$ cat config.mk
export PLATFORM = sky130hd
export DESIGN_NAME = hdmi_rx_bringup_ctrl
export DESIGN_NICKNAME = d
export VERILOG_FILES = /design/src/rtl/hdmi_rx_pkg.sv /design/src/rtl/hdmi_rx_bringup_ctrl_sync.sv /design/src/rtl/hdmi_rx_bringup_ctrl.sv
export SDC_FILE = /design/constraint.sdc
export NUM_CORES = 1
export LEC_CHECK = 0
export ABC_AREA = 1
export BUFFER_PORTS_ARGS = -buffer_cell sky130_fd_sc_hd__buf_2
export CAP_MARGIN = 5
export CORE_ASPECT_RATIO = 1.25
export CORE_UTILIZATION = 48
export CTS_CLUSTER_SIZE = 30
export DETAILED_ROUTE_END_ITERATION = 8
export GPL_ROUTABILITY_DRIVEN = 0
export GPL_TIMING_DRIVEN = 1
export PLACE_DENSITY = 0.69
export SETUP_SLACK_MARGIN = 0.05
export SYNTH_ARGS = -nofsm -noshare
export SYNTH_HDL_FRONTEND = slang
export SYNTH_SLANG_ARGS = --single-unit
export TNS_END_PERCENT = 100
$ cat constraint.sdc
create_clock -name outclk -period 1.6 [get_ports outclk]
set_input_delay 0.16 -clock outclk [delete_from_list [all_inputs] [get_ports outclk]]
set_output_delay 0.16 -clock outclk [all_outputs]
set_load 0.05 [all_outputs]
$ cat src/rtl/hdmi_rx_pkg.sv
// Shared definitions for the HDMI receive bring-up sequencer:
// state encoding, default counts and timer sizing.
package hdmi_rx_pkg;

   typedef enum logic [2:0] {
      ST_RST_PLL   = 3'd0,
      ST_WAIT_LOCK = 3'd1,
      ST_RST_PHY   = 3'd2,
      ST_ALIGN     = 3'd3,
      ST_READY     = 3'd4,
      ST_FAIL      = 3'd5
   } rx_state_e;

   localparam int DEF_SYNC_STAGES    = 2;
   localparam int DEF_PLL_RST_CYCLES = 16;
   localparam int DEF_STABLE_CYCLES  = 1024;
   localparam int DEF_PHY_RST_CYCLES = 16;
   localparam int DEF_LOCK_TIMEOUT   = 65535;
   localparam int DEF_ALIGN_TIMEOUT  = 65535;
   localparam int DEF_RETRY_MAX      = 3;

   // Width of the shared timer: clog2 of the largest count it must reach.
   function automatic int timer_width(input int a, input int b, input int c,
                                      input int d, input int e);
      int m;
      m = a;
      if (b > m) m = b;
      if (c > m) m = c;
      if (d > m) m = d;
      if (e > m) m = e;
      return (m < 2) ? 1 : $clog2(m);
   endfunction

endpackage

$ cat src/rtl/hdmi_rx_bringup_ctrl_sync.sv
// Multi-flop synchroniser for a bus of independent asynchronous status bits.
// Every stage resets to 0 so status reads as deasserted until proven otherwise.
module sync_bus_2ff #(
   parameter int WIDTH  = 1,
   parameter int STAGES = 2
) (
   input  logic             clk,
   input  logic             rst,
   input  logic [WIDTH-1:0] d,
   output logic [WIDTH-1:0] q
);

   logic [WIDTH-1:0] stage [STAGES];

   always_ff @(posedge clk) begin
      if (rst) begin
         for (int i = 0; i < STAGES; i++) stage[i] <= '0;
      end else begin
         stage[0] <= d;
         for (int i = 1; i < STAGES; i++) stage[i] <= stage[i-1];
      end
   end

   assign q = stage[STAGES-1];

endmodule

$ cat src/rtl/hdmi_rx_bringup_ctrl.sv
// HDMI RX front-end bring-up: PLL reset, lock/clock qualification, PHY reset,
// channel alignment, with bounded retries before latching failure.
//
//   state      | meaning
//   RST_PLL    | hold PLL and PHY in reset
//   WAIT_LOCK  | PLL released, wait for stable lock + TMDS clock
//   RST_PHY    | hold PHY reset while lock stays good
//   ALIGN      | PHY released, wait for all three channels aligned
//   READY      | link up
//   FAIL       | retries exhausted, wait for restart
module hdmi_rx_bringup_ctrl
   import hdmi_rx_pkg::*;
#(
   parameter int SYNC_STAGES    = DEF_SYNC_STAGES,
   parameter int PLL_RST_CYCLES = DEF_PLL_RST_CYCLES,
   parameter int STABLE_CYCLES  = DEF_STABLE_CYCLES,
   parameter int PHY_RST_CYCLES = DEF_PHY_RST_CYCLES,
   parameter int LOCK_TIMEOUT   = DEF_LOCK_TIMEOUT,
   parameter int ALIGN_TIMEOUT  = DEF_ALIGN_TIMEOUT,
   parameter int RETRY_MAX      = DEF_RETRY_MAX
) (
   input  logic       outclk,
   input  logic       areset,
   input  logic       pll_locked_a,
   input  logic       tmds_clk_det_a,
   input  logic [2:0] align_done_a,
   input  logic       restart,
   output logic       pll_rst,
   output logic       phy_rst,
   output logic       align_start,
   output logic       rx_ready,
   output logic       fail,
   output logic [1:0] retry_cnt,
   output logic [2:0] state_o
);

   localparam int TW = timer_width(PLL_RST_CYCLES, STABLE_CYCLES, PHY_RST_CYCLES,
                                   LOCK_TIMEOUT, ALIGN_TIMEOUT);
   localparam logic [TW-1:0] T_PLL    = TW'(PLL_RST_CYCLES - 1);
   localparam logic [TW-1:0] T_STABLE = TW'(STABLE_CYCLES - 1);
   localparam logic [TW-1:0] T_PHY    = TW'(PHY_RST_CYCLES - 1);
   localparam logic [TW-1:0] T_LOCK   = TW'(LOCK_TIMEOUT - 1);
   localparam logic [TW-1:0] T_ALIGN  = TW'(ALIGN_TIMEOUT - 1);
   localparam logic [1:0]    R_LAST   = 2'(RETRY_MAX - 1);

   logic [4:0]    sync_q;
   logic          lk, cd, link;
   logic [2:0]    al;
   rx_state_e     state, state_n;
   logic [TW-1:0] timer, stab;
   logic [1:0]    retry_n;
   logic          timeout;

   sync_bus_2ff #(.WIDTH(5), .STAGES(SYNC_STAGES)) u_sync (
      .clk (outclk),
      .rst (areset),
      .d   ({align_done_a, tmds_clk_det_a, pll_locked_a}),
      .q   (sync_q)
   );

   assign lk   = sync_q[0];
   assign cd   = sync_q[1];
   assign al   = sync_q[4:2];
   assign link = lk & cd;

   always_comb begin
      state_n = state;
      retry_n = retry_cnt;
      timeout = 1'b0;
      if (restart) begin
         state_n = ST_RST_PLL;
         if (state == ST_FAIL) retry_n = '0;
      end else begin
         case (state)
            ST_RST_PLL:   if (timer == T_PLL) state_n = ST_WAIT_LOCK;
            ST_WAIT_LOCK: begin
               if (link && stab == T_STABLE) state_n = ST_RST_PHY;
               else if (timer == T_LOCK)     timeout = 1'b1;
            end
            ST_RST_PHY: begin
               if (!link)               state_n = ST_RST_PLL;
               else if (timer == T_PHY) state_n = ST_ALIGN;
            end
            ST_ALIGN: begin
               if (!link)                 state_n = ST_RST_PLL;
               else if (al == 3'b111)     state_n = ST_READY;
               else if (timer == T_ALIGN) timeout = 1'b1;
            end
            ST_READY: if (!(link && (&al))) state_n = ST_RST_PLL;
            ST_FAIL:  state_n = ST_FAIL;
            default:  state_n = ST_RST_PLL;
         endcase
      end
      if (timeout) begin
         if (retry_cnt == R_LAST) begin
            state_n = ST_FAIL;
         end else begin
            retry_n = retry_cnt + 2'd1;
            state_n = ST_RST_PLL;
         end
      end
      if (state_n == ST_READY && state != ST_READY) retry_n = '0;
   end

   // Outputs are registered from the next state so they line up with state_o.
   always_ff @(posedge outclk) begin
      if (areset) begin
         state       <= ST_RST_PLL;
         timer       <= '0;
         stab        <= '0;
         retry_cnt   <= '0;
         pll_rst     <= 1'b1;
         phy_rst     <= 1'b1;
         align_start <= 1'b0;
         rx_ready    <= 1'b0;
         fail        <= 1'b0;
      end else begin
         state     <= state_n;
         retry_cnt <= retry_n;
         if (state_n != state || restart) timer <= '0;
         else if (timer != '1)            timer <= timer + TW'(1);
         if (state != ST_WAIT_LOCK || !link) stab <= '0;
         else if (stab != '1)                stab <= stab + TW'(1);
         pll_rst     <= (state_n == ST_RST_PLL) || (state_n == ST_FAIL);
         phy_rst     <= (state_n == ST_RST_PLL) || (state_n == ST_WAIT_LOCK) ||
                        (state_n == ST_RST_PHY) || (state_n == ST_FAIL);
         align_start <= (state_n == ST_ALIGN) && (state != ST_ALIGN);
         rx_ready    <= (state_n == ST_READY);
         fail        <= (state_n == ST_FAIL);
      end
   end

   assign state_o = state;

endmodule

==> metrics.csv, run 1 <==
stage,metric,value,unit
worst_setup_path,crit_required,1.86,ns
job,maxCapViolCount,0,
worst_setup_path,crit_arrival,2.19,ns
yosys,ys_warn_count,0,
floorplan,rows,29,
power,vdd_drop_max,661,uV
worst_setup_path,crit_chain,"inv_2, ha_4, inv_2, nor3_2, nand4_1, nor2_4, nand4_4, nand2_2, nand2_2, nand2_4, nand3_4, nor2_1",
timing,worstMarginPinSlew,0.338,ns
timing,setup_viol,39,
yosys,syn_avg_cell_area,7.23,um^2
grt,antenna_found_initial,0,
timing,fin_hold_ws,0.0301,ns
timing,final_hold_viol_count,0,
yosys,synthesis.nets,371,
timing,slew_headroom,77.4,%
routing,first_pass_iters,4,
yosys,synth-edff-count,0,
yosys,async_flop_share,0,%
routing,routed_wl,7200,um
hold_path,hold_path_class,in -> reg,
timing,min_period,1.93,ns
worst_setup_path,startpoint_type,register,
worst_setup_path,critPathSlowestCell,dfxtp_2,
floorplan,die_area,0.00572,mm^2
placement,hpwlAfterDp,4600,um
routing,drt_iter0_markers,78,
yosys,syn_area,0.00260,mm^2
yosys,synth-compound-area-share,5.81,%
routing,route.detailed.drc,0,
final_layout,utilization,77.4,%
timing,period_share,120,%
floorplan,die_y,84.3,um
yosys,ys_types,29,
cts,cts_buffers,5,
timing,fmax,519,MHz
floorplan,initial_core_util,50.5,%
grt,grt_pass1_vias,2663,
placement,place_ws,-0.333,ns
routing,post_drt_wl_per_cell,13.2,um
yosys,ys_seq_area_share,40.0,%
routing,vias_per_cell,5.07,
power,p_leak,1.83,nW
floorplan,core,0.00515,mm^2
yosys,muxShareOfSynthArea,0,%
final_layout,layout_common_cells,"buf_4 (85), nor2_1 (56), nand2_1 (41), dfxtp_1 (40), inv_1 (37)",
final_layout,final_nets,493,
grt,grt_max_degree,20,
yosys,syn_inst,360,
worst_setup_path,crit_path_max_fanout,8,
cts,cts_tree,yes,
yosys,synth-simple-area-share,38.5,%
grt,grt-ovfl-total,0,
final_layout,final_common_cell,buf_4,
status,violations,setup timing,
cts,h-tree-depth,2,
yosys,synth_top_family_by_area,simple AND/OR/NAND/NOR gates,
cts,root_buffer,clkbuf_8,
yosys,synth-xor-area-share,6.39,%
worst_setup_path,crit_path_max_incr_delay,0.36,ns
yosys,synthFlopType,dfxtp_1,
worst_setup_path,end_kind,register,
grt,grt_pass1_wl,10800,um
timing,finalSetupTns,-8.10,ns
yosys,ys_ff_latch,52,
cts,cts.path.max_buffers,2,
timing,slew_viol_final,0,
final_layout,area_growth,53.2,%
power,p_per_area,555,mW/mm^2
final_layout,drive_gt1_share,47.0,%
placement,post_dp_cell_area,0.00352,mm^2
final_layout,final_cells,545,
placement,placed_cells,528,
status,status,finished with violations,
timing,fin_skew,0.0103,ns
cts,cts.sinks,52,
cts,hold_buffers,0,
cts,insertion_delay,0.32,ns
yosys,synthAdderAreaFrac,1.44,%
worst_setup_path,crit_type,reg -> reg,
final_layout,antenna-diode-count,0,
final_layout,post-route-cell-area,0.00399,mm^2
timing,worst_slack,-0.327,ns
timing,rsz0062_at_grt,true,
floorplan,pin_count,18,
routing,vias,2764,
floorplan,die_w,67.9,um
cts,clk_pin_slew,0.11,ns
placement,portBuffers,17,
power,power,2.21,mW
routing,ant_nets,0,
grt,grt_util_all_layers,24.5,%
==> worst max-delay path, delay by kind of cell, from the launching register on <==
kind / cells / cell delay (ns)
adders and majority gates: 1 / 0.12
and+or+nand+nor: 9 / 1.31
buffers and inverters: 2 / 0.09
DFF: 1 / 0.36
==> where the power goes <==
part | internal [mW] | switching [mW]
sequential | 1.30 | 0.00617
clock | 0.331 | 0.504
combinational | 0.0281 | 0.0431
total | 1.66 | 0.553
==> cells in the mapped netlist, types with 3 or more instances <==
| cell type | instances | area share [%] |
|---|---|---|
| nand4_1 | 11 | 2.6 |
| nand2_1 | 51 | 7.4 |
| nand3_1 | 35 | 6.7 |
| ha_1 | 3 | 1.4 |
| dfxtp_1 | 52 | 40 |
| inv_1 | 43 | 6.2 |
| nand2_2 | 7 | 1.7 |
| xnor2_1 | 9 | 3.0 |
| xor2_1 | 10 | 3.4 |
| nor2_1 | 72 | 10 |
| a21oi_1 | 10 | 1.9 |
| nor2_2 | 12 | 2.9 |
| o21ai_0 | 13 | 2.5 |
| nor3_1 | 7 | 1.3 |
| inv_2 | 5 | 0.72 |
==> worst paths after layout <==
check                                   startpoint                  to  slack (ns)  cells after the start
worst min-delay path               align_done_a[0]  u_sync.stage[0][2]        0.03                      3
worst min register to register  u_sync.stage[0][0]  u_sync.stage[0][5]        0.41                      2
worst max-delay path                      timer[0]            timer[0]       -0.33                     12
worst max register to register            timer[0]            timer[0]       -0.33                     12
==> state kept, by name, summed over array words and instances, names as in the netlist, named ones only <==
register and cells:
pll_rst 1, timer 16, align_start 1, rx_ready 1
phy_rst 1, retry_cnt 1, stab 16, u_sync.stage 10
state_o 3, fail 1
==> metal layers <==
metal  vias to the layer above  GRT usage, %  routed length [um]
li1                       1398             -                   -
met2                        58          45.6                3900
met3                        16          4.48                 207
met5                         -             0                   0
met4                         0          9.66                 170
met1                      1292          25.8                2920
==> layout make-up <==
type	instances	area, um^2
Fill cell	350	1160
Multi-Input combinational cell	257	1650
Tap cell	62	77.6
Timing Repair Buffer	118	912
Clock buffer	5	68.8
Sequential cell	52	1070
Clock inverter	3	28.8
Inverter	48	185
==> logic make-up (layout without fill, tap and decap cells) <==
kind of cell / Yosys count / count (layout)
AO/OA/AOI/OAI: 28 / 28
AND/OR/NAND/NOR: 206 / 207
adder cells (fa/ha/maj): 3 / 3
XOR/XNOR: 19 / 19
flip-flops: 52 / 52
buffers and inverters: 52 / 174
==> timing repair <==
item	4_1_cts	5_1_grt
buffers inserted	7	7
gates resized for setup	50	40
endpoints found under the setup margin	42	42
gates cloned	1	0
pin swaps	20	25
Note: power is estimated with default switching activity, not from simulation.
==> inputs of run 2 (changes only) <==
==> constraint.sdc (replaced) <==
create_clock -name outclk -period 1.7 [get_ports outclk]
set_input_delay 0.17 -clock outclk [delete_from_list [all_inputs] [get_ports outclk]]
set_output_delay 0.17 -clock outclk [all_outputs]
set_load 0.05 [all_outputs]
==> run 2 against run 1 <==
Compared with the run above:
- the flow still finishes with violations (setup timing)
- count of clock-buffer cells in the layout did not move
- routed wire length down 2.7%
- sequential share of layout area up 0.66 points
- total power shrank 8.0%
- hold slack improved by 0.018 ns
- register-to-register slack better by 0.13 ns
- flip-flop and latch count is the same
- setup slack improved by 0.13 ns
- cell count down 1.5%
- design area decreased by 1.6%
- die area stayed put
- largest cell class unchanged
- largest power group unchanged
==> metrics.csv, run 2 (synthesized netlist as in run 1, its figures left out) <==
stage,metric,value,unit,change
status,status,finished with violations,,
status,violations,setup timing,,
timing,min_period,1.90,ns,-0.0282 ns
final_layout,antenna-diode-count,0,,unchanged
cts,cts.path.max_buffers,2,,unchanged
final_layout,drive_gt1_share,49.1,%,+2.1 points
timing,period_share,112,%,-8.7 points
cts,h-tree-depth,2,,unchanged
final_layout,final_cells,537,,-1.5%
power,power,2.04,mW,-8.0%
final_layout,area_growth,50.7,%,
placement,portBuffers,17,,unchanged
routing,ant_nets,0,,unchanged
worst_setup_path,crit_path_max_fanout,4,,-4
routing,routed_wl,7000,um,-2.7%
floorplan,die_y,84.3,um,unchanged
timing,fin_hold_ws,0.0481,ns,+0.0179 ns
placement,place_ws,-0.233,ns,+0.100 ns
worst_setup_path,crit_type,reg -> reg,,
grt,antenna_found_initial,0,,unchanged
floorplan,rows,29,,unchanged
timing,fmax,527,MHz,+1.5%
cts,root_buffer,clkbuf_8,,
routing,route.detailed.drc,0,,unchanged
timing,final_hold_viol_count,0,,unchanged
timing,slew_headroom,74.8,%,-2.6 points
cts,insertion_delay,0.31,ns,about the same
final_layout,reg_top3,"stab x16, timer x16, u_sync.stage x10",,
floorplan,die_area,0.00572,mm^2,unchanged
cts,clk_pin_slew,0.10,ns,about the same
grt,grt_util_all_layers,24.7,%,+0.18 points
cts,cts_tree,yes,,
floorplan,pin_count,18,,unchanged
routing,vias,2727,,-1.3%
power,p_per_area,519,mW/mm^2,-6.5%
final_layout,final_nets,485,,-1.6%
worst_setup_path,startpoint_type,register,,
worst_setup_path,critPathSlowestCell,dfxtp_2,,
timing,rsz0062_at_grt,true,,
grt,grt_pass1_vias,2717,,+2.0%
timing,finalSetupTns,-3.63,ns,+4.47 ns
cts,cts_buffers,5,,unchanged
floorplan,die_w,67.9,um,unchanged
worst_setup_path,crit_path_max_incr_delay,0.37,ns,about the same
routing,drt_iter0_markers,86,,+10%
final_layout,layout_common_cells,"buf_4 (85), nor2_1 (52), nand2_1 (44), inv_1 (39), dfxtp_1 (33)",,
floorplan,core,0.00515,mm^2,unchanged
worst_setup_path,end_kind,register,,
worst_setup_path,crit_chain,"ha_4, buf_6, buf_6, nand2_4, nor3_4, nand4_1, nor2_4, nor2_4, nand2_2, nor2_1, xnor2_1, nor2_1",,
hold_path,hold_path_class,in -> reg,,
timing,slew_viol_final,0,,unchanged
power,vdd_drop_max,565,uV,-15%
timing,worstMarginPinSlew,0.376,ns,+0.0373 ns
floorplan,initial_core_util,50.5,%,unchanged
placement,placed_cells,509,,-3.6%
grt,grt-ovfl-total,0,,unchanged
worst_setup_path,crit_required,1.90,ns,+0.04 ns
timing,setup_viol,33,,-15%
placement,hpwlAfterDp,4450,um,-3.2%
power,p_leak,1.78,nW,-3.0%
cts,cts.sinks,52,,unchanged
worst_setup_path,crit_arrival,2.10,ns,-0.09 ns
timing,worst_slack,-0.199,ns,+0.128 ns
routing,vias_per_cell,5.08,,+0.13%
job,maxCapViolCount,0,,unchanged
routing,first_pass_iters,4,,unchanged
timing,fin_skew,0.00951,ns,-0.000833 ns
final_layout,final_common_cell,buf_4,,
grt,grt_max_degree,19,,-5.0%
worst_setup_path,rrSetupSlack,-0.20,ns,+0.13 ns
routing,post_drt_wl_per_cell,13.0,um,-1.3%
grt,grt_pass1_wl,11000,um,+1.8%
## run 2: cell count changes in the layout (fill, tap and decap cells not counted), sizes merged
cell / before / now
buf: 118 / 110
inv: 51 / 49
clkinv: 0 / 2
## run 2: where the power goes
part / internal (mW) / switching, mW
Combinational: 0.0237 / 0.0395
Clock: 0.301 / 0.442
Sequential: 1.22 / 0.00560
Total: 1.55 / 0.487
## run 2: metrics by stage
stage / cell area (um^2) / util (%)
2_1_floorplan: 2660 / -
6_report: 3930 / 76.2
3_3_place_gp: 3350 / 65.0
4_1_cts: 3720 / 72.1
3_5_place_dp: 3350 / 65.0
5_1_grt: 3930 / 76.2
## run 2: area by class of cell
cell class | count | area [um^2]
timing repair buffer | 110 | 817
fill | 355 | 1230
sequential | 52 | 1070
clock buffer | 5 | 68.8
multi-input combinational | 257 | 1680
inverter | 48 | 185
clock inverter | 3 | 26.3
tap | 62 | 77.6
## run 2: worst max-delay path: cells and delay by family, from the launching register on
kind | cells | cell delay (ns)
XOR/XNOR | 1 | 0.16
buffers and inverters | 2 | 0.21
adder cells (fa/ha/maj) | 1 | 0.15
flip-flops | 1 | 0.37
AND/OR/NAND/NOR | 8 | 0.90
## run 2: final timing paths
check / from / endpoint / cells after the start
hold / removal: align_done_a[2] / u_sync.stage[0][4] / 3
setup / recovery: stab[1] / stab[7] / 12
hold reg to reg: u_sync.stage[0][2] / u_sync.stage[0][7] / 2
setup reg to reg: stab[1] / stab[7] / 12
## run 2: repair_timing
action | 4_1_cts | 5_1_grt
pin swaps | 29 | 24
setup endpoints to repair | 35 | 40
hold buffers | 0 | 0
gates resized for setup | 49 | 52
gates cloned | 1 | 0
buffers inserted | 14 | 9
## run 2: routing by layer
metal  vias up  part of all wire [%]  GRT usage, %  wire length, um
met3        14                   3.4          3.40              241
li1       1373                     -             -                -
met1      1279                    39          26.7             2750
met5         -                     0             0                0
met4         0                   2.2          8.52              151
met2        61                    55          46.5             3850
